$ cat config.mk
export PLATFORM = sky130hd
export DESIGN_NAME = int_res_mem_arbiter
export DESIGN_NICKNAME = d
export VERILOG_FILES = /design/src/rtl/int_res_mem_arbiter_pkg.sv /design/src/rtl/int_res_mem_arbiter_rr_arbiter.sv /design/src/rtl/int_res_mem_arbiter.sv
export SDC_FILE = /design/constraint.sdc
export NUM_CORES = 1
export LEC_CHECK = 0
export CORE_UTILIZATION = 40
export CTS_CLUSTER_SIZE = 14
export DETAILED_ROUTE_END_ITERATION = 10
export GPL_TIMING_DRIVEN = 0
export PLACE_DENSITY = 0.85
export RECOVER_POWER = 100
export SETUP_SLACK_MARGIN = 0.1
export SYNTH_ARGS = -nofsm -noshare
export SYNTH_HDL_FRONTEND = slang
export SYNTH_HIERARCHICAL = 1
export SYNTH_SLANG_ARGS = --single-unit
$ cat constraint.sdc
create_clock -name i_clk -period 17.47 [get_ports i_clk]
set_input_delay 3.494 -clock i_clk [delete_from_list [all_inputs] [get_ports i_clk]]
set_output_delay 3.494 -clock i_clk [all_outputs]
set_load 0.01 [all_outputs]
$ cat src/rtl/int_res_mem_arbiter_pkg.sv
// Shared types and constants for the intermediate-result CIM memory arbiter.
// Holds word/address types, width selector, FSM states and response-tracking kinds.
package int_res_mem_arbiter_pkg;

    localparam int CIM_INT_RES_NUM_BANKS          = 4;
    localparam int CIM_INT_RES_BANK_SIZE_NUM_WORD = 14336;
    localparam int INT_RES_MEM_NUM_WORD           = CIM_INT_RES_NUM_BANKS * CIM_INT_RES_BANK_SIZE_NUM_WORD;

    typedef logic [15:0] IntResAddr_t;
    typedef logic [8:0]  IntResSingle_t;
    typedef logic [17:0] IntResDouble_t;

    typedef enum logic {SINGLE_WIDTH = 1'b0, DOUBLE_WIDTH = 1'b1} DataWidth_t;
    typedef enum logic {ARB = 1'b0, SECOND = 1'b1} ArbState_t;

    // Kind of read issued in the previous cycle; DLOW only captures the low word.
    typedef enum logic [1:0] {
        RSP_SINGLE = 2'd0,
        RSP_DLOW   = 2'd1,
        RSP_DHIGH  = 2'd2,
        RSP_OOB    = 2'd3
    } RspKind_t;

    function automatic IntResDouble_t sext_single(input IntResSingle_t w);
        return {{9{w[8]}}, w};
    endfunction

endpackage

$ cat src/rtl/int_res_mem_arbiter_rr_arbiter.sv
// Combinational round-robin picker: first valid index at or after the pointer,
// wrapping modulo N. The pointer register lives in the parent.
module rr_arbiter #(
    parameter int N  = 4,
    parameter int PW = (N > 1) ? $clog2(N) : 1
) (
    input  logic [N-1:0]  i_valid,
    input  logic [PW-1:0] i_ptr,
    output logic [N-1:0]  o_grant,
    output logic [PW-1:0] o_idx,
    output logic          o_any
);

    localparam logic [PW:0] NW = (PW+1)'(N);

    logic [PW:0] w_cand;

    // Scan N candidates starting at the pointer and keep the first valid one.
    always_comb begin
        o_grant = '0;
        o_idx   = '0;
        o_any   = 1'b0;
        w_cand  = '0;
        for (int i = 0; i < N; i++) begin
            w_cand = {1'b0, i_ptr} + (PW+1)'(i);
            if (w_cand >= NW) begin
                w_cand = w_cand - NW;
            end else begin
                w_cand = w_cand;
            end
            if (!o_any && i_valid[w_cand[PW-1:0]]) begin
                o_any                     = 1'b1;
                o_idx                     = w_cand[PW-1:0];
                o_grant[w_cand[PW-1:0]]   = 1'b1;
            end else begin
                o_any = o_any;
            end
        end
    end

endmodule

$ cat src/rtl/int_res_mem_arbiter.sv
// Round-robin arbiter and access sequencer for the intermediate-result memory:
// splits double-width accesses into two words and routes read data back.
module int_res_mem_arbiter
    import int_res_mem_arbiter_pkg::*;
#(
    parameter int NUM_REQ    = 4,
    parameter int ADDR_LIMIT = INT_RES_MEM_NUM_WORD
) (
    input  logic                         i_clk,
    input  logic                         i_rst,
    input  logic [NUM_REQ-1:0]           i_req_valid,
    input  logic [NUM_REQ-1:0]           i_req_wr,
    input  DataWidth_t [NUM_REQ-1:0]     i_req_width,
    input  IntResAddr_t [NUM_REQ-1:0]    i_req_addr,
    input  IntResDouble_t [NUM_REQ-1:0]  i_req_wdata,
    output logic [NUM_REQ-1:0]           o_req_grant,
    output logic [NUM_REQ-1:0]           o_rsp_valid,
    output IntResDouble_t                o_rsp_rdata,
    output logic                         o_mem_en,
    output logic                         o_mem_wr,
    output IntResAddr_t                  o_mem_addr,
    output IntResSingle_t                o_mem_wdata,
    input  IntResSingle_t                i_mem_rdata,
    output logic                         o_busy,
    output logic                         o_err_oob
);

    localparam int          IW    = (NUM_REQ > 1) ? $clog2(NUM_REQ) : 1;
    localparam logic [16:0] LIMIT = 17'(ADDR_LIMIT);

    logic [NUM_REQ-1:0] w_grant;
    logic [IW-1:0]      w_idx;
    logic               w_any;

    ArbState_t     r_state, w_state_nxt;
    logic [IW-1:0] r_ptr, w_ptr_nxt;
    IntResAddr_t   r_sec_addr;
    IntResSingle_t r_sec_wdata;
    logic          r_sec_wr;
    logic [IW-1:0] r_sec_id;
    logic          w_latch;

    logic          r_p1_valid, w_p1_valid_nxt;
    RspKind_t      r_p1_kind, w_p1_kind_nxt;
    logic [IW-1:0] r_p1_id, w_p1_id_nxt;
    IntResSingle_t r_low;

    logic          w_sel_wr, w_sel_dbl, w_oob;
    IntResAddr_t   w_sel_addr;
    IntResDouble_t w_sel_wdata;
    logic [16:0]   w_last_addr;

    rr_arbiter #(.N(NUM_REQ), .PW(IW)) u_rr (
        .i_valid (i_req_valid),
        .i_ptr   (r_ptr),
        .o_grant (w_grant),
        .o_idx   (w_idx),
        .o_any   (w_any)
    );

    assign w_sel_wr    = i_req_wr[w_idx];
    assign w_sel_dbl   = (i_req_width[w_idx] == DOUBLE_WIDTH);
    assign w_sel_addr  = i_req_addr[w_idx];
    assign w_sel_wdata = i_req_wdata[w_idx];
    // The last word touched must be below the limit; 17 bits so addr+1 cannot wrap.
    assign w_last_addr = {1'b0, w_sel_addr} + (w_sel_dbl ? 17'd1 : 17'd0);
    assign w_oob       = (w_last_addr >= LIMIT);
    assign o_busy      = (r_state == SECOND) || r_p1_valid;

    // Next-state, pointer, response tracking and memory strobes.
    always_comb begin
        w_state_nxt    = r_state;
        w_ptr_nxt      = r_ptr;
        w_latch        = 1'b0;
        w_p1_valid_nxt = 1'b0;
        w_p1_kind_nxt  = RSP_SINGLE;
        w_p1_id_nxt    = r_p1_id;
        o_req_grant    = '0;
        o_mem_en       = 1'b0;
        o_mem_wr       = 1'b0;
        o_mem_addr     = '0;
        o_mem_wdata    = '0;
        o_err_oob      = 1'b0;
        case (r_state)
            ARB: begin
                // Gated by reset so grants stay low while the block is held in reset.
                if (w_any && !i_rst) begin
                    o_req_grant = w_grant;
                    w_ptr_nxt   = (w_idx == IW'(NUM_REQ-1)) ? '0 : w_idx + IW'(1);
                    w_p1_id_nxt = w_idx;
                    if (w_oob) begin
                        o_err_oob      = 1'b1;
                        w_p1_valid_nxt = !w_sel_wr;
                        w_p1_kind_nxt  = RSP_OOB;
                    end else begin
                        o_mem_en       = 1'b1;
                        o_mem_wr       = w_sel_wr;
                        o_mem_addr     = w_sel_addr;
                        o_mem_wdata    = w_sel_wdata[8:0];
                        w_p1_valid_nxt = !w_sel_wr;
                        w_p1_kind_nxt  = w_sel_dbl ? RSP_DLOW : RSP_SINGLE;
                        w_latch        = w_sel_dbl;
                        w_state_nxt    = w_sel_dbl ? SECOND : ARB;
                    end
                end else begin
                    w_state_nxt = ARB;
                end
            end
            SECOND: begin
                o_mem_en       = 1'b1;
                o_mem_wr       = r_sec_wr;
                o_mem_addr     = r_sec_addr;
                o_mem_wdata    = r_sec_wdata;
                w_p1_valid_nxt = !r_sec_wr;
                w_p1_kind_nxt  = RSP_DHIGH;
                w_p1_id_nxt    = r_sec_id;
                w_state_nxt    = ARB;
            end
            default: begin
                w_state_nxt = ARB;
            end
        endcase
    end

    // FSM state and round-robin pointer.
    always_ff @(posedge i_clk or posedge i_rst) begin
        if (i_rst) begin
            r_state <= ARB;
            r_ptr   <= '0;
        end else begin
            r_state <= w_state_nxt;
            r_ptr   <= w_ptr_nxt;
        end
    end

    // Second-word context captured when a double access is granted.
    always_ff @(posedge i_clk or posedge i_rst) begin
        if (i_rst) begin
            r_sec_addr  <= '0;
            r_sec_wdata <= '0;
            r_sec_wr    <= 1'b0;
            r_sec_id    <= '0;
        end else if (w_latch) begin
            r_sec_addr  <= w_sel_addr + 16'd1;
            r_sec_wdata <= w_sel_wdata[17:9];
            r_sec_wr    <= w_sel_wr;
            r_sec_id    <= w_idx;
        end else begin
            r_sec_addr  <= r_sec_addr;
        end
    end

    // One-deep read tracking; the memory answers exactly one cycle after issue.
    always_ff @(posedge i_clk or posedge i_rst) begin
        if (i_rst) begin
            r_p1_valid <= 1'b0;
            r_p1_kind  <= RSP_SINGLE;
            r_p1_id    <= '0;
            r_low      <= '0;
        end else begin
            r_p1_valid <= w_p1_valid_nxt;
            r_p1_kind  <= w_p1_kind_nxt;
            r_p1_id    <= w_p1_id_nxt;
            r_low      <= (r_p1_valid && (r_p1_kind == RSP_DLOW)) ? i_mem_rdata : r_low;
        end
    end

    // Response routing and read-data assembly.
    always_comb begin
        o_rsp_valid = '0;
        o_rsp_rdata = '0;
        if (r_p1_valid) begin
            case (r_p1_kind)
                RSP_SINGLE: begin
                    o_rsp_valid[r_p1_id] = 1'b1;
                    o_rsp_rdata          = sext_single(i_mem_rdata);
                end
                RSP_DHIGH: begin
                    o_rsp_valid[r_p1_id] = 1'b1;
                    o_rsp_rdata          = {i_mem_rdata, r_low};
                end
                RSP_OOB: begin
                    o_rsp_valid[r_p1_id] = 1'b1;
                end
                default: begin
                    o_rsp_rdata = '0;
                end
            endcase
        end else begin
            o_rsp_rdata = '0;
        end
    end

endmodule

# [Word-level counts from Yosys, hierarchy flattened]
# Index checks and enable logic that the tools add are counted.
[classes] addsub=10 mul=0 div_mod_pow=0 order_cmp=16 eq_ne=5 shifts=0 muxes=80 n_bitwise=4 n_reduce_logical=20
[ops] op="$mux W16" n=3
[ops] op="$bmux W18 S2" n=1
[ops] op="$mux W18" n=2
[ops] op="$pmux W18 S2" n=1
[ops] op="$bmux W16 S2" n=1
[ops] op="$mux W4" n=8
[ops] op="$pmux W16 S2" n=1
[ops] op="$mux W1" n=31
[ops] op="$mux W2" n=12
[ops] op="$lt A2 B3 Y1 const B" n=6
[ops] op="$mux W9" n=2
[ops] op="$pmux W9 S2" n=1
[ops] op="$add A16 B1 Y17" n=1
[ops] op="$ge A17 B16 Y1 const B" n=1
[ops] op="$add A16 B1 Y16 const B" n=1
[ops] op="$bmux W1 S2" n=6
[ops] op="$or A4 B4 Y4" n=3
[ops] op="$demux W1 S2" n=5
[ops] op="$ge A2 B1 Y1 const B" n=5
[ops] op="$logic_and A1 B1 Y1" n=10
[ops] op="$ge A3 B3 Y1 const B" n=3
[ops] op="$pmux W1 S2" n=4
[ops] op="$pmux W2 S2" n=2
[ops] op="$sub A2 B1 Y2 const B" n=4
[ops] op="other kinds (13)" n=21
[word_totals] register_bits=45 latch_bits=0 ramBits=0 romBits=0 word_cells=145 mem_count=0

# [Longest topological paths before layout]
# Gate-level depths: netlist of the first run.
[logic_depth] ltp_word=22 mapped_depth=22 mapped_depth_nobuf=15

# [By module]
# The synthesis of the first run kept the hierarchy.
[by_module_without_submodules] mod="int_res_mem_arbiter" instances=1 cells_per_inst=322 area_per_inst_um2=3661.0 seq_area_each_um2=1126.1
[by_module_without_submodules] mod="rr_arbiter" instances=1 cells_per_inst=45 area_per_inst_um2=419.2 seq_area_each_um2=0.0

# [Least setup slack after synthesis of the first run]
# OpenSTA, ideal clock, no wires.
[synth_path] path_kind="input -> output" from="in i_req_valid[3]" to="out o_mem_addr[10]" arrival_ns=7.419 required_ns=13.976 path_slack_ns=6.557 cell_stages=17 path_buffers=6 cell_sequence="mux4_2 -> clkbuf_1 -> o31ai_1 -> buf_6 -> buf_12 -> mux4_2 -> ha_1 -> ha_1 -> inv_1 -> or4b_4 -> a2111oi_2 -> nor3_1 -> buf_2 -> and2_4 -> buf_6 -> buf_6 -> a22o_1"
[synth_between] elab_chain_cells=20 elab_cells_between_ends=33 classes_between="1 x add/sub; 1 x order compare; 24 x mux; 7 x reduce/logical"
[synth_lines] element="start: declaration" line="int_res_mem_arbiter.sv:11" source="input logic [NUM_REQ-1:0] i_req_valid,"
[synth_lines] element="$bmux W1 S2" line="int_res_mem_arbiter_rr_arbiter.sv:31" source="if (!o_any && i_valid[w_cand[PW-1:0]]) begin"
[synth_lines] element="$mux W1 (implied by the code)" line="int_res_mem_arbiter_rr_arbiter.sv:31"
[synth_lines] element="$mux W1" line="int_res_mem_arbiter_rr_arbiter.sv:31"
[synth_lines] element="$logic_not A1 Y1" line="int_res_mem_arbiter_rr_arbiter.sv:31"
[synth_lines] element="$logic_and A1 B1 Y1" line="int_res_mem_arbiter_rr_arbiter.sv:31"
[synth_lines] element="$mux W1" line="int_res_mem_arbiter_rr_arbiter.sv:31"
[synth_lines] element="$logic_not A1 Y1" line="int_res_mem_arbiter_rr_arbiter.sv:31"
[synth_lines] element="$logic_and A1 B1 Y1" line="int_res_mem_arbiter_rr_arbiter.sv:31"
[synth_lines] element="[4 not listed]"
[synth_lines] element="net w_idx[0]" line="int_res_mem_arbiter.sv:32" source="logic [IW-1:0] w_idx;"
[synth_lines] element="$bmux W1 S2" line="int_res_mem_arbiter.sv:62" source="assign w_sel_dbl = (i_req_width[w_idx] == DOUBLE_WIDTH);"
[synth_lines] element="$mux W1 (implied by the code)" line="int_res_mem_arbiter.sv:62"
[synth_lines] element="$mux W1" line="int_res_mem_arbiter.sv:66" source="assign w_last_addr = {1'b0, w_sel_addr} + (w_sel_dbl ? 17'd1 : 17'd0);"
[synth_lines] element="$add A16 B1 Y17" line="int_res_mem_arbiter.sv:66"
[synth_lines] element="$ge A17 B16 Y1" line="int_res_mem_arbiter.sv:67" source="assign w_oob = (w_last_addr >= LIMIT);"
[synth_lines] element="$mux W16 *" line="int_res_mem_arbiter.sv:91" source="if (w_oob) begin"
[synth_lines] element="$mux W16 *" line="int_res_mem_arbiter.sv:87" source="if (w_any && !i_rst) begin"
[synth_lines] element="$pmux W16 S2 *" line="int_res_mem_arbiter.sv:84" source="case (r_state)"
[synth_lines] element="end: declaration" line="int_res_mem_arbiter.sv:21" source="output IntResAddr_t o_mem_addr,"
# The timed path passes the listed nets; every way through them passes the cells marked *. The select of a mux whose other input is x is not followed.

# [Worst setup path after layout of the first run]
[layout_path] from="in i_req_valid[3]" to="out o_mem_addr[6]"
# The elaborated chain is that of the path after synthesis.

==> results.sh, run 1 <==
export IMPL_max_freq_ghz=0.0706
export IMPL_htreeDepth=2
export IMPL_grt_max_degree=33
export IMPL_crit_type="in -> out"
export IMPL_r2r_slack_ps=10520
export IMPL_startpoint="i_req_valid[3]"
export IMPL_start_util_pct=41.6
export IMPL_layout_nets=756
export IMPL_reg2reg_to="r_sec_addr[6]$_DFFE_PP0P_"
export IMPL_final_min_clock_period_ps=14170
export IMPL_drc=0
export IMPL_slew_violations=33
export IMPL_cts_repair_resized=0
export IMPL_io_pins=214
export IMPL_synth_ff_latch_count=45
export IMPL_dr_pass1_iters=4
export IMPL_crit_required_ps=13980
export IMPL_vias_per_cell=5.56
export IMPL_antenna_found_initial=0
export IMPL_syn_num_nets=535
export IMPL_critical_path_max_fanout=10
export IMPL_critPathSlowestCell="o31ai_1"
export IMPL_cpMostUsedCell="clkbuf_1"
export IMPL_synth_edf_count=0
export IMPL_area_growth_pct=56.5
export IMPL_gp_congestion=0.852
export IMPL_outcome="finished with violations"
export IMPL_layout_common_cells="148 x clkdlybuf4s50_1, 65 x dlygate4sd3_1, 45 x dfrtp_1"
export IMPL_ir_drop_mv=0.135
export IMPL_drtAntennaViolNets=0
export IMPL_violations="capacitance limit, slew limit"
export IMPL_numCtsBuffers=5
export IMPL_p_leak_nw=2.58
export IMPL_dp_final_hpwl_mm=10.9
export IMPL_clockRootBuffer="clkbuf_8"
export IMPL_finClkSkew_ps=7.57
export IMPL_slowest_delay_ps=860
export IMPL_relSlewSlack_pct=-18.5
export IMPL_nFillCells=824
export IMPL_setup_tns_ps=0
export IMPL_rr_startpoint="r_ptr[0]$_DFFE_PP0P_"
export IMPL_netlist_instances=367
export IMPL_cts_sinks=45
export IMPL_wl_per_cell_um=18.2
export IMPL_synthArstFlopShare_pct=100
export IMPL_arrival_ps=10680
export IMPL_path_cells="dlygate4sd3_1 > mux4_2 > clkbuf_1 > o31ai_1 > clkbuf_1 > clkbuf_1 > mux4_2 > ha_1 > ha_1 > inv_1 > or4b_1 > a2111oi_0 > nor3_1 > clkbuf_1 > and2_0 > buf_6 > buf_6 > a22o_1 > dlygate4sd3_1"
export IMPL_insertion_delay_ps=300
export IMPL_synth_distinct_cells=46
export IMPL_post_route_period_util_pct=81.1
export IMPL_first_global_vias=4204
export IMPL_drive_above_1_share_pct=12.2
export IMPL_hp_class="reg -> reg"
export IMPL_die_y_um=103
export IMPL_clock_path_buffers=2
export IMPL_die_x_um=103
export IMPL_core_area_um2=9820
export IMPL_grt_use_total_pct=25.5
export IMPL_critPathLaunchType="primary input"
export IMPL_grt_pass1_wl_mm=20.5
export IMPL_clk_pin_slew_ps=90
export IMPL_critPathCaptureType="primary output"
export IMPL_vias=4017
export IMPL_final_common_cell="clkdlybuf4s50_1"
export IMPL_rr_worst_depth=17
export IMPL_cts_setup_buffers=0
export IMPL_p_per_area_nw_per_um2=194
export IMPL_antenna_cells=0
export IMPL_syn_cell_area_um2=4080
export IMPL_crit_end="o_mem_addr[6]"
export IMPL_finalHoldViolCount=0
export IMPL_io_buffers=213
export IMPL_synth_top_flop_cell="dfrtp_1"
export IMPL_worstMarginPinSlew_ps=1780
export IMPL_ys_seq_area_share_pct=27.6
export IMPL_drv_cap=1
export IMPL_final_setup_viol_count=0
export IMPL_cts_tree="built"
export IMPL_initialDrtViolationCount=121
export IMPL_ys_warn_count=6
export IMPL_synth_avg_cell_area_um2=11.1
export IMPL_rsz0062_at_grt="false"
export IMPL_die_area_um2=10600
export IMPL_gr_total_overflow=0
export IMPL_routed_wl_mm=13.2
export IMPL_post_route_util_pct=65.0
export IMPL_cts_hold_buf=0
export IMPL_rows=36
power breakdown:
group | internal, mW | switching [mW]
Sequential | 0.159 | 0.0340
Clock | 0.0439 | 0.0404
Combinational | 0.478 | 0.484
Total | 0.681 | 0.558
layout make-up:
type                    count  area [um2]  share of cell area (%)
repair buffers            214        2140                    33.4
well taps                 133         166                    2.61
inverters                  12        45.0                   0.705
plain buffers              30         151                    2.37
flip-flops and latches     45        1130                    17.6
clock inverters             3        50.0                   0.784
multi-input cells         280        2640                    41.4
clock buffers               5        68.8                    1.08
cell families (layout without fill, tap and decap cells):
| family | after synthesis | after routing | synth area share (%) |
|---|---|---|---|
| AOI/OAI and AO/OA | 79 | 79 | 13.6 |
| xor gates and xnor gates | 13 | 13 | 2.79 |
| muxes | 83 | 83 | 35.4 |
| DFF | 45 | 45 | 27.6 |
| and+or+nand+nor | 96 | 96 | 11.9 |
| adders and majority gates | 9 | 9 | 2.76 |
| buffers and inverters | 42 | 264 | 6.01 |
routing by layer:
| metal | track usage, % | up-vias | wire length (um) |
|---|---|---|---|
| met4 | 8.34 | 0 | 316 |
| li1 | - | 1858 | - |
| met1 | 29.5 | 1944 | 5260 |
| met3 | 4.47 | 27 | 771 |
| met2 | 47.4 | 188 | 6810 |
| met5 | 0 | - | 0 |
synth_stat cells, drive strengths merged, types with 2 or more instances:
cell | n | area share, %
dfrtp | 45 | 28
mux4 | 40 | 22
mux2 | 33 | 10
nand2 | 31 | 2.9
a21oi | 24 | 2.9
a22o | 24 | 5.2
nor2 | 23 | 2.1
clkbuf | 16 | 1.5
buf | 14 | 3.4
inv | 12 | 1.1
mux2i | 10 | 2.5
ha | 9 | 2.8
o21ai | 9 | 1.1
a22oi | 8 | 1.5
and3 | 8 | 1.2
xnor2 | 8 | 1.7
nand3 | 6 | 0.74
nor3 | 6 | 0.74
nand4 | 5 | 0.77
xor2 | 5 | 1.1
nand2b | 4 | 0.61
a32o | 3 | 0.74
and2 | 3 | 0.52
nor4 | 3 | 0.46
a211oi | 2 | 0.37
o31ai | 2 | 0.37
through the flow:
step                      hold slack (ps)  cells  worst slack [ps]  power [mW]  instance area, um2
final                                 503    722              3300        1.24                6390
after global routing                  525    722              2970        1.33                6390
after CTS                             510    722              4830        1.33                6520
after detailed placement              484    714              4860        1.24                6400
after global placement                464    713              4950        1.21                6380
after floorplan                       450    367              6560       0.905                4080
worst min-delay path by stage:
stage	startpoint	to	slack (ps)	depth (start not counted)
final	r_sec_id[0]$_DFFE_PP0P_	r_sec_id[0]$_DFFE_PP0P_	500	1
after global routing	r_sec_id[0]$_DFFE_PP0P_	r_sec_id[0]$_DFFE_PP0P_	520	1
after CTS	r_sec_id[1]$_DFFE_PP0P_	r_p1_id[1]$_DFFE_PP0P_	510	2
after detailed placement	r_sec_id[1]$_DFFE_PP0P_	r_p1_id[1]$_DFFE_PP0P_	480	2
after global placement	r_sec_id[0]$_DFFE_PP0P_	r_p1_id[0]$_DFFE_PP0P_	460	2
after floorplan	r_low[8]$_DFFE_PP0P_	r_low[8]$_DFFE_PP0P_	450	2
registers in the layout, indices dropped and copies added (netlist names):
name,flops
r_low,9
r_state,1
r_sec_wdata,9
r_ptr,2
r_sec_addr,16
r_sec_wr,1
r_p1_valid,1
r_p1_id,2
r_p1_kind,2
r_sec_id,2
worst max-delay path: cells and delay by family:
kind	cells	cell delay, ps
buffers and inverters	9	3390
muxes	2	1020
and+or+nand+nor	3	880
adders and majority gates	2	360
AOI/OAI and AO/OA	3	1490
Note: power is estimated with default switching activity, not from simulation.
==> run 2, diff against run 1 <==
CORE_UTILIZATION = 37   (was 40)
PLACE_DENSITY = 0.83   (was 0.85)
clock period = 12.58 ns   (was 17.47 ns; I/O delays follow)
==> run 2 against run 1 <==
  * The flow still finishes with violations (capacitance limit, slew limit)
  * Register-to-register slack got worse by 4300 ps
  * Die area rose by 7.9%
  * Combinational power grew 43%
  * Critical path depth did not move
  * Via count grew 0.60%
  * Sequential share of layout area about the same
  * Hold slack worse by 20 ps
  * Non-clock buffer count stayed put
  * Global-route usage shrank 1.1 points
  * Sequential cell count unchanged
  * Largest cell class unchanged
==> results.sh, run 2 (synthesized netlist as in run 1, its figures left out) <==
export IMPL_outcome="finished with violations"
export IMPL_violations="capacitance limit, slew limit"
export IMPL_antenna_found_initial=0
export IMPL_relSlewSlack_pct=-29.9
export IMPL_grt_max_degree=36
export IMPL_numCtsBuffers=5
export IMPL_drive_above_1_share_pct=12.9
export IMPL_critPathCaptureType="primary output"
export IMPL_clock_path_buffers=2
export IMPL_io_buffers=213
export IMPL_nFillCells=889
export IMPL_slew_violations=36
export IMPL_dr_pass1_iters=4
export IMPL_max_freq_ghz=0.0884
export IMPL_die_y_um=107
export IMPL_first_global_vias=4265
export IMPL_cts_repair_resized=0
export IMPL_largestRegisters="r_sec_addr: 16 flops, r_low: 9 flops, r_sec_wdata: 9 flops"
export IMPL_finClkSkew_ps=11.5
export IMPL_hold_start="r_sec_id[0]$_DFFE_PP0P_"
export IMPL_layout_nets=756
export IMPL_clockRootBuffer="clkbuf_8"
export IMPL_initialDrtViolationCount=223
export IMPL_grt_use_total_pct=24.4
export IMPL_htreeDepth=2
export IMPL_regMostFlops="r_sec_addr"
export IMPL_critPathLaunchType="primary input"
export IMPL_rsz0062_at_grt="false"
export IMPL_die_x_um=107
export IMPL_p_per_area_nw_per_um2=272
export IMPL_arrival_ps=8800
export IMPL_hp_class="reg -> reg"
export IMPL_vias=4041
export IMPL_cts_hold_buf=0
export IMPL_crit_type="in -> out"
export IMPL_cts_setup_buffers=0
export IMPL_cts_sinks=45
export IMPL_rows=37
export IMPL_drc=0
export IMPL_cts_tree="built"
export IMPL_clk_pin_slew_ps=100
export IMPL_gp_congestion=0.818
export IMPL_start_util_pct=38.8
export IMPL_final_setup_viol_count=0
export IMPL_grt_pass1_wl_mm=21.6
export IMPL_routed_wl_mm=13.4
export IMPL_drv_cap=1
export IMPL_wl_per_cell_um=18.5
export IMPL_core_area_um2=10500
export IMPL_layout_common_cells="167 x clkdlybuf4s50_1, 46 x dlygate4sd3_1, 45 x dfrtp_1"
export IMPL_startpoint="i_req_valid[3]"
export IMPL_final_min_clock_period_ps=11320
export IMPL_insertion_delay_ps=310
export IMPL_ir_drop_mv=0.213
export IMPL_antenna_cells=0
export IMPL_setup_tns_ps=0
export IMPL_drtAntennaViolNets=0
export IMPL_critical_path_max_fanout=10
export IMPL_dp_final_hpwl_mm=10.9
export IMPL_p_leak_nw=2.54
export IMPL_fin_area_um2=6390
export IMPL_final_common_cell="clkdlybuf4s50_1"
export IMPL_crit_required_ps=10060
export IMPL_finalHoldViolCount=0
export IMPL_post_route_period_util_pct=90.0
export IMPL_rr_startpoint="r_ptr[0]$_DFFE_PP0P_"
export IMPL_io_pins=214
export IMPL_place_area_um2=6400
export IMPL_largest_register_ffs=16
export IMPL_die_area_um2=11500
export IMPL_gr_total_overflow=0
export IMPL_area_growth_pct=56.6
export IMPL_vias_per_cell=5.57
export IMPL_worstMarginPinSlew_ps=1950
run 2: cell types whose count changed in the layout (fill, tap and decap cells not counted), sizes merged:
cell	previous run	this run
clkdlybuf4s50	148	167
buf	7	9
clkbuf	29	27
bufinv	1	0
clkinv	1	2
dlygate4sd3	65	46
run 2: metrics by stage:
stage / power (mW) / setup WS [ps] / instances / utilization [%] / hold slack, ps
floorplan: 1.26 / 3620 / 367 / - / 450
global placement: 1.69 / 2000 / 716 / 60.7 / 463
detailed placement: 1.73 / 1920 / 717 / 60.9 / 476
CTS: 1.83 / 1900 / 725 / 61.8 / 490
global route: 1.87 / 760 / 725 / 60.8 / 511
finish: 1.74 / 1260 / 725 / 60.8 / 484
run 2: per-layer routing:
metal,share of wire (%),track usage [%],wire (um)
met1,39,28.5,5270
met2,53,45.7,7120
met3,6.2,3.95,829
met4,1.2,6.85,165
met5,0,0,0
run 2: path summary, 6_finish.rpt:
kind	to	slack [ps]	depth (start not counted)
hold / removal	r_p1_id[0]$_DFFE_PP0P_	480	2
min in group asynchronous	r_low[2]$_DFFE_PP0P_	2690	2
setup reg to reg	r_sec_wdata[6]$_DFFE_PP0P_	6180	17
hold reg to reg	r_p1_id[0]$_DFFE_PP0P_	480	2
setup / recovery	o_mem_wdata[5]	1260	19
max in group asynchronous	r_sec_wdata[5]$_DFFE_PP0P_	7730	3
run 2: worst max-delay path, stage by stage:
cell	delay, ps
dlygate4sd3_1	600
mux4_2	560
clkbuf_1	230
o31ai_1	820
clkbuf_1	690
buf_12	240
mux4_2	320
ha_1	210
ha_1	190
inv_1	50
or4b_4	530
a2111oi_0	390
nor3_1	100
buf_2	210
and2_4	180
buf_6	130
buf_6	140
a22o_1	210
clkdlybuf4s50_1	490
run 2: area by class of cell:
class	count	area (um2)	share of cell area, %
buffer	30	169	2.64
clock buffer	5	68.8	1.08
clock inverter	3	26.3	0.411
inverter	12	45.0	0.705
multi-input combinational	280	2650	41.5
sequential	45	1130	17.6
tap	136	170	2.66
timing repair buffer	214	2140	33.4
run 2: report_power, final:
group | switching (mW) | leakage (nW) | internal, mW | total (mW)
Combinational | 0.680 | 1.96 | 0.697 | 1.38
Sequential | 0.0462 | 0.534 | 0.221 | 0.267
Clock | 0.0561 | 0.0487 | 0.0406 | 0.0967
==> run 3, diff against run 2 <==
PLACE_DENSITY = 0.79   (was 0.83)
==> run 3 against run 2 <==
  * Routed wire length shrank 3.5%
  * The flow still finishes with violations (capacitance limit, slew limit)
  * Final cell count did not move
  * Combinational power barely moved
  * Sequential share of layout area fell by 0.055 points
  * Global-route usage is 1.0 points lower
  * Register-to-register slack got worse by 30 ps
  * Sequential power about the same
  * Critical endpoint is now o_mem_addr[5]
  * Critical path depth did not move
  * Non-clock buffer count is the same
  * Sequential cell count did not move
==> results.sh, run 3 (synthesized netlist as in run 1, its figures left out) <==
export IMPL_outcome="finished with violations"
export IMPL_violations="capacitance limit, slew limit"
export IMPL_core_area_um2=10500
export IMPL_rsz0062_at_grt="false"
export IMPL_grtUsageMet3_pct=4.62
export IMPL_cts_tree="built"
export IMPL_antenna_cells=0
export IMPL_antenna_found_initial=0
export IMPL_grt_met2_usage_pct=42.9
export IMPL_htreeDepth=2
export IMPL_io_pins=214
export IMPL_crit_buf_inv=9
export IMPL_die_area_um2=11500
export IMPL_ir_drop_mv=0.156
export IMPL_dr_pass1_iters=4
export IMPL_clockRootBuffer="clkbuf_8"
export IMPL_critPathCaptureType="primary output"
export IMPL_busiest_layer="met2"
export IMPL_slew_violations=30
export IMPL_slowest_delay_ps=820
export IMPL_rows=37
export IMPL_die_y_um=107
export IMPL_drv_cap=1
export IMPL_finalHoldViolCount=0
export IMPL_p_per_area_nw_per_um2=272
export IMPL_final_min_clock_period_ps=11350
export IMPL_finalPower_mw=1.75
export IMPL_p_leak_nw=2.55
export IMPL_multiInputGateArea_um2=2650
export IMPL_vias_per_cell=5.41
export IMPL_seqCellArea_um2=1130
export IMPL_drive_above_1_share_pct=12.9
export IMPL_gr_total_overflow=0
export IMPL_path_cells="dlygate4sd3_1 > mux4_2 > clkbuf_1 > o31ai_1 > clkbuf_1 > buf_12 > mux4_2 > ha_1 > ha_1 > inv_1 > or4b_4 > a2111oi_0 > nor3_1 > buf_2 > and2_4 > buf_6 > buf_6 > a22o_1 > clkdlybuf4s50_1"
export IMPL_dp_final_hpwl_mm=10.7
export IMPL_grt_pass1_wl_mm=20.7
export IMPL_wl_per_cell_um=17.8
export IMPL_nFillCells=911
export IMPL_setup_tns_ps=0
export IMPL_cts_repair_resized=0
export IMPL_crit_required_ps=10060
export IMPL_layout_nets=756
export IMPL_cts_setup_buffers=0
export IMPL_cts_hold_buf=0
export IMPL_insertion_delay_ps=310
export IMPL_largest_register_ffs=16
export IMPL_critical_path_max_fanout=10
export IMPL_post_route_period_util_pct=90.3
export IMPL_regMostFlops="r_sec_addr"
export IMPL_drtAntennaViolNets=0
export IMPL_grt_use_total_pct=23.4
export IMPL_grt_util_met1_pct=27.6
export IMPL_worstMarginPinSlew_ps=1630
export IMPL_largestRegisters="r_sec_addr: 16 flops, r_low: 9 flops, r_sec_wdata: 9 flops"
export IMPL_final_setup_viol_count=0
export IMPL_clock_path_buffers=2
export IMPL_final_common_cell="clkdlybuf4s50_1"
export IMPL_initialDrtViolationCount=181
export IMPL_drc=0
export IMPL_hp_class="reg -> reg"
export IMPL_critPathLaunchType="primary input"
export IMPL_start_util_pct=38.8
export IMPL_max_freq_ghz=0.0881
export IMPL_clk_pin_slew_ps=90
export IMPL_routed_wl_mm=12.9
export IMPL_vias=3925
export IMPL_arrival_ps=8840
export IMPL_layout_common_cells="167 x clkdlybuf4s50_1, 46 x dlygate4sd3_1, 45 x dfrtp_1"
export IMPL_first_global_vias=4149
export IMPL_crit_type="in -> out"
export IMPL_cp_top_family="buffers and inverters"
export IMPL_critPathSlowestCell="o31ai_1"
export IMPL_gp_congestion=0.835
export IMPL_die_x_um=107
export IMPL_finClkSkew_ps=9.68
export IMPL_relSlewSlack_pct=-8.49
export IMPL_area_growth_pct=57.1
export IMPL_cts_sinks=45
export IMPL_numCtsBuffers=5
export IMPL_io_buffers=213
export IMPL_grt_max_degree=30
-- run 3: path summary, 6_finish.rpt --
check / end / startpoint / depth (start not counted) / slack, ps
worst max-delay path: o_mem_addr[5] / i_req_valid[3] / 19 / 1230
worst min-delay path: r_sec_addr[1]$_DFFE_PP0P_ / r_sec_addr[1]$_DFFE_PP0P_ / 1 / 500
worst max register to register: r_sec_wdata[7]$_DFFE_PP0P_ / r_ptr[0]$_DFFE_PP0P_ / 17 / 6150
worst min register to register: r_sec_addr[1]$_DFFE_PP0P_ / r_sec_addr[1]$_DFFE_PP0P_ / 1 / 500
max in group asynchronous: r_sec_addr[6]$_DFFE_PP0P_ / i_rst / 3 / 7860
min in group asynchronous: r_low[3]$_DFFE_PP0P_ / i_rst / 2 / 2790
-- run 3: metal layers --
metal | vias to the layer above | share of wire (%)
met1 | 1875 | 40
met5 | - | 0
met3 | 20 | 6.3
li1 | 1859 | -
met2 | 171 | 52
met4 | 0 | 1.9
-- run 3: through the flow --
stage	hold WS (ps)	setup WS (ps)	util, %	instance area, um2	instances
3_5_place_dp	488	1880	60.9	6400	717
3_3_place_gp	465	1980	60.7	6380	716
5_1_grt	527	770	61.0	6410	725
6_report	495	1230	61.0	6410	725
4_1_cts	510	1850	62.0	6520	725
2_1_floorplan	450	3620	-	4080	367
-- run 3: area by class of cell --
| type | instances | area share, % |
|---|---|---|
| Buffer | 30 | 2.63 |
| Clock buffer | 5 | 1.07 |
| Clock inverter | 3 | 0.722 |
| Inverter | 12 | 0.703 |
| Multi-Input combinational cell | 280 | 41.3 |
| Sequential cell | 45 | 17.6 |
| Tap cell | 136 | 2.65 |
| Timing Repair Buffer | 214 | 33.3 |
-- run 3: power by group --
| part | switching, mW | internal [mW] |
|---|---|---|
| clock | 0.0543 | 0.0595 |
| combinational | 0.669 | 0.695 |
| sequential | 0.0466 | 0.221 |
| total | 0.770 | 0.976 |
==> RTL change 1 (settings of run 3) <==
Reset style: synchronous (`i_rst`), changed in 3 clocked blocks.
--- a/src/rtl/int_res_mem_arbiter.sv
+++ b/src/rtl/int_res_mem_arbiter.sv
@@ -123,7 +123,7 @@
     end
 
     // FSM state and round-robin pointer.
-    always_ff @(posedge i_clk or posedge i_rst) begin
+    always_ff @(posedge i_clk) begin
         if (i_rst) begin
             r_state <= ARB;
             r_ptr   <= '0;
@@ -134,7 +134,7 @@
     end
 
     // Second-word context captured when a double access is granted.
-    always_ff @(posedge i_clk or posedge i_rst) begin
+    always_ff @(posedge i_clk) begin
         if (i_rst) begin
             r_sec_addr  <= '0;
             r_sec_wdata <= '0;
@@ -151,7 +151,7 @@
     end
 
     // One-deep read tracking; the memory answers exactly one cycle after issue.
-    always_ff @(posedge i_clk or posedge i_rst) begin
+    always_ff @(posedge i_clk) begin
         if (i_rst) begin
             r_p1_valid <= 1'b0;
             r_p1_kind  <= RSP_SINGLE;
Function: differs if i_rst is asserted again (counterexample within 4 cycles, from zero or initial values and one cycle with i_rst high); with i_rst held inactive, the same outputs for 4 cycles.
==> RTL change 1 against run 3 <==
Core utilization decreased by 0.38 points; cell area is 1.5% lower; routed wire length is 9.2% higher; clock power down 19%; global-route usage increased by 1.6 points; clock skew increased by 0.66 ps; power fell by 16%; worst setup slack improved by 160 ps; sequential share of layout area down 3.3 points; synthesized area shrank 1.7%; sequential cell count did not move.
==> RTL change 1: results (changes against run 3) <==
metric,value,unit,change
outcome,"finished, final reports clean",,
leading cell types by total area after synthesis,"dfxtp_1, mux4_2, mux2i_1",,
path type of the worst min-delay path,register to register,,
static leakage power,0.00242,uW,-5.2%
largest area contributor in the synthesized netlist,dfxtp_1,,
share of async-settable or async-resettable flops after synthesis,0,%,-100 points
peak ir drop on the vdd network,0.132,mV,-15%
non-filler instance count after layout,760,,+4.8%
buffers inserted during post-CTS setup optimization,0,,unchanged
number of distinct library cells after synthesis,53,,+15%
TritonRoute pass-1 iters,5,,+1
met1 routing resource usage after global routing,31.4,%,+3.8 points
net count of the mapped netlist,571,,+6.7%
clock buffer depth,2,,unchanged
maximum number of pins on one net before global-route repair,15,,-50%
pre-CTS setup slack,2140,ps,+261 ps
Layout Skew,10.3,ps,+0.656 ps
first-pass GRT wire length,22400,um,+8.2%
commonest cells in the netlist,"dfxtp_1, mux4_2, nor2_1, a22o_1, mux2i_1",,
dominant delay contributor by cell family on the critical path,buffers and inverters,,
drt total wl,14100,um,+9.2%
placed cells,752,,+4.9%
Global Route met2 Usage,44.2,%,+1.2 points
final weighted congestion in routability-driven placement,0.860,,+3.0%
Post-layout nets,791,,+4.6%
maximum cell stage delay along the critical path,680,ps,-140 ps
number of antenna violations at the first check in global routing,0,,unchanged
crit-path max FO,10,,unchanged
vias in the first global route,4494,,+8.3%
Syn. warnings,6,,unchanged
"slowest stage cell, crit path",o31ai_1,,
total track usage,25.0,%,+1.6 points
Mapped Cells,403,,+9.8%
data arrival at the endpoint of the critical path,8680,ps,-160 ps
DRC marker count from the first detailed-route iteration,355,,+96%
clock transition at the register clock pins on the worst setup and hold paths after CTS,80,ps,
remaining max-slew budget at the tightest pin,45.5,%,+54 points
# port buffers,213,,unchanged
Via Count,4303,,+9.6%
top flop regs,"r_sec_addr (16), r_low (9), r_sec_wdata (9)",,
ratio of cells with drive above 1 in the final layout,9.94,%,-3.0 points
HPWL Detailed,11400,um,+6.4%
Global Route met3 Usage,3.68,%,-0.94 points
sequential fraction of the synthesis area,22.5,%,-5.1 points
-- RTL change 1: layout make-up --
type                       count  area [um2]
buffer                        36         159
clock buffer                   6        72.6
clock inverter                 2        15.0
fill                         887        4100
inverter                       8        30.0
multi-input combinational    314        2840
sequential                    45         901
tap                          136         170
timing repair buffer         213        2130
-- RTL change 1: worst reg2reg max path, stage by stage (launching register included) --
cell,delay (ps)
dfxtp_1,580
inv_1,150
ha_1,370
mux4_2,250
buf_6,140
a21oi_1,60
o31ai_1,610
clkbuf_1,650
buf_6,270
mux4_2,610
ha_1,250
ha_1,170
and4_1,180
o21a_1,260
nor3_2,190
clkbuf_1,500
clkbuf_1,560
mux2i_1,280
-- RTL change 1: per-stage QoR --
step	area [um2]	util, %	hold slack [ps]	total power (uW)
5_1_grt	6310	60.6	503	1570
3_5_place_dp	6310	60.6	462	1430
2_1_floorplan	4010	-	442	1040
4_1_cts	6400	61.5	477	1530
6_report	6310	60.6	483	1470
3_3_place_gp	6310	60.6	455	1400
-- RTL change 1: final timing paths --
| path | startpoint | end | slack [ps] | depth (start not counted) |
|---|---|---|---|---|
| max | i_req_valid[0] | o_mem_addr[14] | 1380 | 15 |
| min | r_sec_addr[15] | r_sec_addr[15] | 480 | 2 |
| max reg2reg | r_ptr[1] | r_sec_addr[14] | 6430 | 17 |
| min reg2reg | r_sec_addr[15] | r_sec_addr[15] | 480 | 2 |
-- RTL change 1: routing by layer --
metal	part of all wire [%]	wire length [um]	vias to the layer above
met5	0	0	-
met4	1.9	263	0
met3	6.8	956	26
met2	51	7170	212
met1	41	5720	2072
li1	-	-	1993
-- RTL change 1: cell families (layout without fill, tap and decap cells) --
logic type	count (synthesis)	after routing	synth area share [%]
buf+inv	44	265	5.52
mux	69	69	30.1
simple gates	126	126	17.9
fa+ha+maj	9	9	2.81
xor+xnor	15	15	3.46
compound gates	95	95	17.7
flops	45	45	22.5
-- RTL change 1: where the power goes --
part / leakage (uW) / internal, uW / switching (uW)
sequential: 0.000369 / 191 / 31.3
clock: 0.0000374 / 39.2 / 53.2
combinational: 0.00201 / 551 / 604
==> RTL change 2 (settings of run 3) <==
Without the edit above. The parameter `NUM_REQ` goes from 4 to 2.
--- a/src/rtl/int_res_mem_arbiter.sv
+++ b/src/rtl/int_res_mem_arbiter.sv
@@ -3,7 +3,7 @@
 module int_res_mem_arbiter
     import int_res_mem_arbiter_pkg::*;
 #(
-    parameter int NUM_REQ    = 4,
+    parameter int NUM_REQ    = 2,
     parameter int ADDR_LIMIT = INT_RES_MEM_NUM_WORD
 ) (
     input  logic                         i_clk,
Ports: changed (7 resized); port bits go from 214 to 136. No check against the original RTL was run, so the function may have changed too.
==> RTL change 2 against run 3 <==
The flow still finishes with violations (max-capacitance violations, max-slew violations); register-to-register slack gained 460 ps; critical path type unchanged; worst setup slack improved by 430 ps; cell area shrank 28%; critical path depth fell by 2; highest routed layer unchanged; synthesized area fell by 22%; sequential share of layout area rose by 5.1 points; die area decreased by 22%; routed wire length fell by 28%; sequential cell count shrank 3.
Power is not compared: it rests on default switching activity, and its combinational part moved more than twofold at a synthesized area within 25%.
==> RTL change 2: results (changes against run 3) <==
metric,value,unit,change
commonest cells in the netlist,"nand2_1, dfrtp_1, mux2i_1, o21ai_0, mux2_2",,
vias in the first global route,3102,,-25%
Mapped Cells,338,,-7.9%
HPWL Detailed,7200,um,-33%
final hold viol count,0,,unchanged
Layout Skew,6.51,ps,-3.17 ps
placed cells,579,,-19%
leading cell types by total area after synthesis,"dfrtp_1, mux2i_1, mux2_2",,
multi-input logic area,1870,um2,-29%
first-pass GRT wire length,15000,um,-27%
maximum number of pins on one net before global-route repair,43,,+43%
violated checks,"max-capacitance violations, max-slew violations",,
maximum cell stage delay along the critical path,750,ps,-70 ps
clock tree sinks,42,,-6.7%
final weighted congestion in routability-driven placement,0.911,,+9.1%
dominant delay contributor by cell family on the critical path,buffers and inverters,,
remaining max-slew budget at the tightest pin,-49.7,%,-41 points
ratio of cells with drive above 1 in the final layout,9.34,%,-3.6 points
sequential cell area in the final layout,1050,um2,-6.7%
buffer share of cell area,31.3,%,-4.7 points
net count of the mapped netlist,426,,-20%
data arrival at the endpoint of the critical path,8410,ps,-430 ps
peak ir drop on the vdd network,0.0527,mV,
worst r2r path cells,16,,-1
Via Count,3078,,-22%
slack of the worst reg-to-reg path,6610,ps,+460 ps
number of max-capacitance violations reported,1,,unchanged
number of distinct library cells after synthesis,45,,-2.2%
sequential fraction of the synthesis area,33.2,%,+5.6 points
crit path from,i_req_valid[1],,
non-clock buffer total of the final layout,156,,-36%
count of final max-slew check failures,43,,+43%
DRC marker count from the first detailed-route iteration,122,,-33%
multi-input gate count,264,,-5.7%
"slowest stage cell, crit path",a21boi_0,,
drt total wl,9320,um,-28%
outcome,finished with violations,,
Layout clock area frac,1.99,%,+0.20 points
total track usage,21.5,%,-1.9 points
beginning of the worst hold path,r_sec_wr,,
"Endpoint, Worst Hold",r_p1_valid,,
startpoint of the most critical register-to-register path,r_ptr,,
average via count per standard cell,5.24,,-3.1%
fill cell instance count of the final layout,782,,-14%
worst r2r dst,r_sec_wdata[1],,
area share of the largest cell type after synthesis,33.2,%,+5.6 points
# port buffers,135,,-37%
Post-layout nets,569,,-25%
buffers inserted during post-CTS setup optimization,0,,unchanged
-- RTL change 2: through the flow --
step           setup WS [ps]  util [%]  hold slack [ps]  cell area [um2]  total power (uW)
2_1_floorplan           4750         -              424             3170               335
3_3_place_gp            2890      56.3              449             4650               424
3_5_place_dp            2870      56.6              462             4670               433
4_1_cts                 2840      57.7              464             4760               527
5_1_grt                 1330      56.3              484             4650               534
6_report                1660      56.3              470             4650               502
-- RTL change 2: power breakdown --
group	internal (uW)	total [uW]	switching [uW]
sequential	184	210	26.1
combinational	110	199	88.5
clock	39.8	93.6	53.8
-- RTL change 2: cells by family after synthesis --
logic type,synth area share [%]
compound gates,12.9
xor+xnor,3.59
fa+ha+maj,1.18
buf+inv,5.68
flops,33.2
mux,27.8
simple gates,15.7
-- RTL change 2: per-layer routing --
metal / GRT usage, % / vias up / share of wire, %
li1: - / 1491 / -
met4: 4.80 / 0 / 0.82
met3: 3.62 / 8 / 6.5
met1: 27.7 / 1460 / 44
met2: 37.4 / 119 / 48
met5: 0 / - / 0
